**config.mk**
```make
export PLATFORM = sky130hd
export DESIGN_NAME = cpu_control
export DESIGN_NICKNAME = d
export VERILOG_FILES = /design/src/rtl/cpu_pkg.sv /design/src/rtl/cpu_decode.sv /design/src/rtl/cpu_control.sv
export SDC_FILE = /design/constraint.sdc
export NUM_CORES = 1
export LEC_CHECK = 0
export BUFFER_PORTS_ARGS = -buffer_cell sky130_fd_sc_hd__buf_2
export CAP_MARGIN = 25
export CORE_AREA = 2 2 39 41
export CTS_BUF_LIST = sky130_fd_sc_hd__clkbuf_8
export DETAILED_ROUTE_END_ITERATION = 8
export DIE_AREA = 0 0 41 43
export PLACE_DENSITY_LB_ADDON = 0.12
export SYNTH_ARGS = -nofsm -noshare
export SYNTH_HDL_FRONTEND = slang
export SYNTH_SLANG_ARGS = --single-unit
```
**constraint.sdc**
```tcl
create_clock -name clk -period 3.1 [get_ports clk]
set_input_delay 0.465 -clock clk [delete_from_list [all_inputs] [get_ports clk]]
set_output_delay 0.465 -clock clk [all_outputs]
set_load 0.01 [all_outputs]
```
**src/rtl/cpu_pkg.sv**
```systemverilog
// -----------------------------------------------------------------------------
// cpu_pkg
// Shared definitions for the 4-bit CPU control path: instruction opcode and
// system sub-op encodings, ALU operation codes, sequencer state encoding and
// small instruction-field helpers.
//
// Instruction format: instr[7:6] opcode, [5:4] rd / sub-op, [3:2] ra, [1:0] rb,
// [3:0] imm4 / branch target.
// -----------------------------------------------------------------------------
package cpu_pkg;

   // Major opcodes, instr[7:6]
   localparam logic [1:0] OP_PUSH = 2'b00;
   localparam logic [1:0] OP_ADD  = 2'b01;
   localparam logic [1:0] OP_NAND = 2'b10;
   localparam logic [1:0] OP_SYS  = 2'b11;

   // System sub-ops, instr[5:4] when opcode is OP_SYS
   localparam logic [1:0] SYS_NOP  = 2'b00;
   localparam logic [1:0] SYS_HALT = 2'b01;
   localparam logic [1:0] SYS_BRZ  = 2'b10;
   localparam logic [1:0] SYS_RSVD = 2'b11;

   // ALU operation select
   localparam logic ALU_ADD  = 1'b0;
   localparam logic ALU_NAND = 1'b1;

   // Sequencer states
   typedef enum logic [1:0] {
      ST_IDLE   = 2'b00,
      ST_FETCH  = 2'b01,
      ST_EXEC   = 2'b10,
      ST_HALTED = 2'b11
   } state_e;

   // Field extraction helpers
   function automatic logic [1:0] instr_op(input logic [7:0] instr);
      return instr[7:6];
   endfunction

   function automatic logic [1:0] instr_rd(input logic [7:0] instr);
      return instr[5:4];
   endfunction

   function automatic logic [1:0] instr_ra(input logic [7:0] instr);
      return instr[3:2];
   endfunction

   function automatic logic [1:0] instr_rb(input logic [7:0] instr);
      return instr[1:0];
   endfunction

   function automatic logic [3:0] instr_imm(input logic [7:0] instr);
      return instr[3:0];
   endfunction

endpackage

```
**src/rtl/cpu_decode.sv**
```systemverilog
// -----------------------------------------------------------------------------
// cpu_decode
// Purely combinational instruction decoder. While exec_i is high it maps the
// 8-bit instruction onto the datapath controls; while exec_i is low every
// output is forced to 0 so the datapath sees quiet controls outside EXEC.
//
// Ports:
//   instr_i     in  8  instruction word from the program ROM
//   exec_i      in  1  sequencer is in EXEC
//   sel_a_o     out 2  ALU operand A register select
//   sel_b_o     out 2  ALU operand B register select
//   sel_w_o     out 2  write-back register select
//   imm_o       out 4  immediate value (PUSH only)
//   sel_data_o  out 1  1 = write immediate, 0 = write ALU result
//   write_en_o  out 1  register-file write strobe (PUSH/ADD/NAND)
//   alu_op_o    out 1  0 = add, 1 = nand
//   is_halt_o   out 1  HALT decoded
//   is_brz_o    out 1  BRZ decoded
// -----------------------------------------------------------------------------
module cpu_decode
   import cpu_pkg::*;
(
   input  logic [7:0] instr_i,
   input  logic       exec_i,
   output logic [1:0] sel_a_o,
   output logic [1:0] sel_b_o,
   output logic [1:0] sel_w_o,
   output logic [3:0] imm_o,
   output logic       sel_data_o,
   output logic       write_en_o,
   output logic       alu_op_o,
   output logic       is_halt_o,
   output logic       is_brz_o
);

   // Instruction decode; all controls default to 0 and only EXEC enables them
   always_comb begin
      sel_a_o    = 2'b00;
      sel_b_o    = 2'b00;
      sel_w_o    = 2'b00;
      imm_o      = 4'h0;
      sel_data_o = 1'b0;
      write_en_o = 1'b0;
      alu_op_o   = ALU_ADD;
      is_halt_o  = 1'b0;
      is_brz_o   = 1'b0;
      if (exec_i) begin
         case (instr_op(instr_i))
            OP_PUSH: begin
               sel_w_o    = instr_rd(instr_i);
               imm_o      = instr_imm(instr_i);
               sel_data_o = 1'b1;
               write_en_o = 1'b1;
            end
            OP_ADD: begin
               sel_a_o    = instr_ra(instr_i);
               sel_b_o    = instr_rb(instr_i);
               sel_w_o    = instr_rd(instr_i);
               alu_op_o   = ALU_ADD;
               write_en_o = 1'b1;
            end
            OP_NAND: begin
               sel_a_o    = instr_ra(instr_i);
               sel_b_o    = instr_rb(instr_i);
               sel_w_o    = instr_rd(instr_i);
               alu_op_o   = ALU_NAND;
               write_en_o = 1'b1;
            end
            OP_SYS: begin
               // NOP and the reserved sub-op produce no controls at all
               case (instr_rd(instr_i))
                  SYS_HALT: is_halt_o = 1'b1;
                  SYS_BRZ:  is_brz_o  = 1'b1;
                  SYS_NOP:  is_halt_o = 1'b0;
                  SYS_RSVD: is_halt_o = 1'b0;
                  default:  is_halt_o = 1'b0;
               endcase
            end
            default: begin
               write_en_o = 1'b0;
            end
         endcase
      end else begin
         write_en_o = 1'b0;
      end
   end

endmodule

```
**src/rtl/cpu_control.sv**
```systemverilog
// -----------------------------------------------------------------------------
// cpu_control
// Fetch/execute sequencer for the 4-bit register-file CPU. Holds the program
// counter, addresses the synchronous program ROM, and drives the datapath
// controls through cpu_decode. Each instruction takes two cycles: FETCH
// presents pc to the ROM, EXEC decodes the returned word and advances pc.
//
// Optional feature: define CTRL_BRANCH_EN to enable BRZ (11 10 tttt), which
// loads pc with tttt when r0_val is zero. Without it BRZ executes as NOP and
// r0_val is ignored.
//
// Ports:
//   clk       in  1     system clock, rising edge
//   rst       in  1     synchronous active-high reset
//   start     in  1     start pulse, honoured in IDLE and HALTED only
//   instr     in  8     ROM data, valid the cycle after pc is presented
//   r0_val    in  4     current R0 value (BRZ condition)
//   pc        out PC_W  ROM address
//   SEL_A     out 2     ALU operand A register select
//   SEL_B     out 2     ALU operand B register select
//   SEL_W     out 2     write-back register select
//   IMM       out 4     immediate value
//   sel_data  out 1     1 = write IMM, 0 = write ALU result
//   write_en  out 1     register-file write strobe
//   alu_op    out 1     0 = add, 1 = nand
//   busy      out 1     high in FETCH and EXEC
//   halted    out 1     high in HALTED
// -----------------------------------------------------------------------------
module cpu_control
   import cpu_pkg::*;
#(
   parameter int unsigned PC_W     = 4,
   parameter int unsigned RESET_PC = 0
)
(
   input  logic            clk,
   input  logic            rst,
   input  logic            start,
   input  logic [7:0]      instr,
   input  logic [3:0]      r0_val,
   output logic [PC_W-1:0] pc,
   output logic [1:0]      SEL_A,
   output logic [1:0]      SEL_B,
   output logic [1:0]      SEL_W,
   output logic [3:0]      IMM,
   output logic            sel_data,
   output logic            write_en,
   output logic            alu_op,
   output logic            busy,
   output logic            halted
);

   localparam logic [PC_W-1:0] RESET_PC_C = PC_W'(RESET_PC);

   state_e          state_q;
   logic [PC_W-1:0] pc_q;
   logic [PC_W-1:0] pc_d;
   logic [PC_W-1:0] pc_inc_s;
   logic            busy_q;
   logic            halted_q;
   logic            exec_s;
   logic            is_halt_s;
   logic            is_brz_s;
   logic            brz_taken_s;
   logic [PC_W-1:0] brz_target_s;

   // Controls are only live in EXEC; the write strobe is combinational so a
   // reset arriving during EXEC still lets that cycle's write land.
   assign exec_s = (state_q == ST_EXEC);

   cpu_decode u_decode (
      .instr_i    (instr),
      .exec_i     (exec_s),
      .sel_a_o    (SEL_A),
      .sel_b_o    (SEL_B),
      .sel_w_o    (SEL_W),
      .imm_o      (IMM),
      .sel_data_o (sel_data),
      .write_en_o (write_en),
      .alu_op_o   (alu_op),
      .is_halt_o  (is_halt_s),
      .is_brz_o   (is_brz_s)
   );

   // Sequential increment wraps naturally from 2^PC_W-1 to 0
   assign pc_inc_s = pc_q + PC_W'(1);

`ifdef CTRL_BRANCH_EN
   // r0_val already reflects the previous instruction's write at this point
   assign brz_taken_s  = is_brz_s && (r0_val == 4'h0);
   assign brz_target_s = PC_W'(instr[3:0]);
`else
   // BRZ falls through like a NOP; branch inputs are intentionally unused
   logic unused_branch_s;
   assign unused_branch_s = ^{r0_val, is_brz_s};
   assign brz_taken_s     = 1'b0;
   assign brz_target_s    = pc_inc_s;
`endif

   assign pc_d = brz_taken_s ? brz_target_s : pc_inc_s;

   // Sequencer FSM with program counter and registered status flags
   always_ff @(posedge clk) begin
      if (rst) begin
         state_q  <= ST_IDLE;
         pc_q     <= RESET_PC_C;
         busy_q   <= 1'b0;
         halted_q <= 1'b0;
      end else begin
         case (state_q)
            ST_IDLE, ST_HALTED: begin
               if (start) begin
                  state_q  <= ST_FETCH;
                  pc_q     <= RESET_PC_C;
                  busy_q   <= 1'b1;
                  halted_q <= 1'b0;
               end else begin
                  state_q  <= state_q;
                  pc_q     <= pc_q;
                  busy_q   <= 1'b0;
                  halted_q <= (state_q == ST_HALTED);
               end
            end
            ST_FETCH: begin
               // ROM word for pc_q arrives next cycle; start is ignored here
               state_q  <= ST_EXEC;
               busy_q   <= 1'b1;
               halted_q <= 1'b0;
            end
            ST_EXEC: begin
               if (is_halt_s) begin
                  // pc stays on the HALT instruction
                  state_q  <= ST_HALTED;
                  busy_q   <= 1'b0;
                  halted_q <= 1'b1;
               end else begin
                  state_q  <= ST_FETCH;
                  pc_q     <= pc_d;
                  busy_q   <= 1'b1;
                  halted_q <= 1'b0;
               end
            end
            default: begin
               state_q  <= ST_IDLE;
               pc_q     <= RESET_PC_C;
               busy_q   <= 1'b0;
               halted_q <= 1'b0;
            end
         endcase
      end
   end

   assign pc     = pc_q;
   assign busy   = busy_q;
   assign halted = halted_q;

endmodule

```
==> reports/results.tsv <==
metric	value	unit
outcome	finished, final reports clean	
DRC viols	0	
Crit. Startpoint	state_q[0]	
CTS tree	built	
die area	1760	sq um
Reg clk slew, reported paths	40	ps
Crit path max-delay family	adder cells	
CP peak stage delay	530	ps
overall routed net length	1260	um
Vias	566	
highest fanout seen on the critical path	20	
Hold Fails Final Rpt	0	
fin nets	121	
post-place setup slack	1190	ps
Max IR drop VDD	0.000273	V
FF+latch count, synth	8	
min Tclk post-route	2170	ps
CTS Buf Count	3	
CP Data Arrival Time	1700	ps
initial drt markers	7	
fill count	143	
Resized cells post-CTS	0	
Final Worst Setup Slack	933	ps
total gr overflow	0	
CP bufs+invs	2	
Longest Clk Path Bufs	2	
Synth area leaders	dfxtp_1 (27%), ha_1 (17%), and3_1 (8.5%)	
Mean Syn Cell Area	8.78	sq um
CP Capture Type	output pin	
Reg-to-Reg Start	state_q[0]	
width of the die	41	um
register area	160	sq um
HPWL Detailed	968	um
Hold/Removal Path Class	reg2reg	
Layout Skew	4.36	ps
Pre-antenna DRT Iters	3	
row count	14	
initial core utilization	42.5	%
Area Growth Syn to Fin	31.9	%
synth warn	0	
hold_buf cts	0	
Final ANT Viol Nets	0	
Setup crit start kind	flip-flop	
hold_sp	pc[3]	
CTS Sinks	8	
vias in the first global route	474	
total global-route track usage	16.6	%
FMAX	461	MHz
Data required, critical path	2630	ps
boundary pin count	34	
Leakage	0.000428	uW
DR vias/cell	5.05	
Synth top area share	27.2	%
Distinct cells, synth	29	
Wirelength per Cell	11.3	um
count of final setup violators	0	
share of cells above drive strength 1	37.5	%
P per Cell Area	666	nW/um^2
die height	43	um
register area share after synthesis	27.2	%
clock latency on the worst-skew pair	230	ps
H-tree lvl count	1	
setup TNS	0	ps
Mapped Nets	90	
Rel. slew slack	60.4	%
crit path max-delay cell type	ha_1	
Cell Area, Synth	588	sq um
Gate Count Post-Synth	67	
MaxCap Viol Count	0	
setup bufs post-CTS	0	
gp weighted congestion	0.628	
largest net degree at the start of global routing	21	
Critical Path, Cell by Cell	inv_1 > ha_1 > nor2b_1 > and2_1 > buf_2	
area of the core	1380	sq um
initial antenna violation count	0	
unrepaired setup endpoints after global routing	false	
Tightest Pin Transition	594	ps
final slew viol count	0	
Crit Path Category	reg2out	
area of the multi-input gates	387	sq um
global-route wire length before repair	1980	um
Synth area leader	dfxtp_1	
# diodes	0	
Buffers on Ports	29	
CTS root buf	clkbuf_8	
final period utilization	69.9	%
-- area by class of cell --
class | count | share of cell area [%]
Multi-Input combinational cell | 50 | 49.8
Clock buffer | 3 | 5.32
Tap cell | 16 | 2.58
Timing Repair Buffer | 29 | 18.7
Inverter | 6 | 2.90
Sequential cell | 8 | 20.6
-- registers in the layout, indices dropped and copies added, names as in the netlist --
| signal | flops |
|---|---|
| state_q | 2 |
| halted | 1 |
| busy | 1 |
| pc | 4 |
-- power by group --
part / switching, uW / internal, uW
Clock: 39.3 / 84.0
Sequential: 17.4 / 125
Combinational: 143 / 108
Total: 200 / 317
-- worst paths after layout --
kind,end,slack [ps],depth (start not counted)
worst max-delay path,SEL_W[0],930,5
worst min-delay path,pc[3],490,2
worst max register to register,pc[2],1300,5
worst min register to register,pc[3],490,2
-- cells in the final DEF, fill, tap and decap left out --
| master | instances |
|---|---|
| buf_2 | 29 |
| and3_1 | 8 |
| ha_1 | 8 |
| dfxtp_1 | 8 |
| inv_1 | 6 |
| and2_1 | 4 |
| nor2_1 | 3 |
| o21ai_0 | 3 |
| clkbuf_8 | 3 |
| a211oi_1 | 2 |
| nor3_1 | 2 |
| nand3_1 | 2 |
| nand2b_1 | 2 |
| a21oi_1 | 2 |
| nor2b_1 | 1 |
| nand3b_1 | 1 |
| and2b_2 | 1 |
| mux2i_2 | 1 |
| and4b_1 | 1 |
| a211oi_2 | 1 |
| or3_1 | 1 |
| o32ai_1 | 1 |
| a22oi_1 | 1 |
| nand4_1 | 1 |
| nand4b_1 | 1 |
| nor3b_1 | 1 |
| a41oi_1 | 1 |
| a311oi_2 | 1 |
-- kinds of logic (layout without fill, tap and decap cells) --
| logic type | after synthesis | count (layout) | share of synthesized area, % |
|---|---|---|---|
| simple gates | 29 | 29 | 30.6 |
| flops | 8 | 8 | 27.2 |
| mux | 1 | 1 | 2.34 |
| buf+inv | 9 | 38 | 7.02 |
| fa+ha+maj | 8 | 8 | 17.0 |
| compound gates | 12 | 12 | 15.7 |
-- tightest hold or removal path: stages (launching register included) --
cell,delay (ps)
dfxtp_1,310
inv_1,50
o32ai_1,80
-- cell usage after synthesis --
library cell	instances
nor2_1	3
and2_1	4
and2b_2	1
buf_1	1
nor3b_1	1
a21oi_1	2
nand4b_1	1
a22oi_1	1
buf_6	1
and4b_1	1
nand2b_1	2
clkbuf_1	1
o21ai_0	3
a311oi_2	1
mux2i_2	1
dfxtp_1	8
o32ai_1	1
and3_1	8
nand3b_1	1
a211oi_1	2
nor3_1	2
or3_1	1
nor2b_1	1
a41oi_1	1
nand4_1	1
nand3_1	2
a211oi_2	1
inv_1	6
ha_1	8
-- routing by layer --
| metal | wire length (um) | global-route usage, % |
|---|---|---|
| met1 | 611 | 21.0 |
| met2 | 563 | 23.4 |
| met5 | 0 | 0 |
| met3 | 71 | 3.66 |
| met4 | 14 | 12.0 |
-- through the flow --
step	util (%)	hold WS [ps]	cells	instance area [sq um]	total power [uW]
floorplan	-	505	67	588	339
global placement	53.1	473	109	734	390
detailed placement	53.1	493	109	734	396
CTS	56.1	499	112	776	524
global route	56.1	517	112	776	560
finish	56.1	492	112	776	517
No activity file was read; power rests on OpenSTA's default activity.
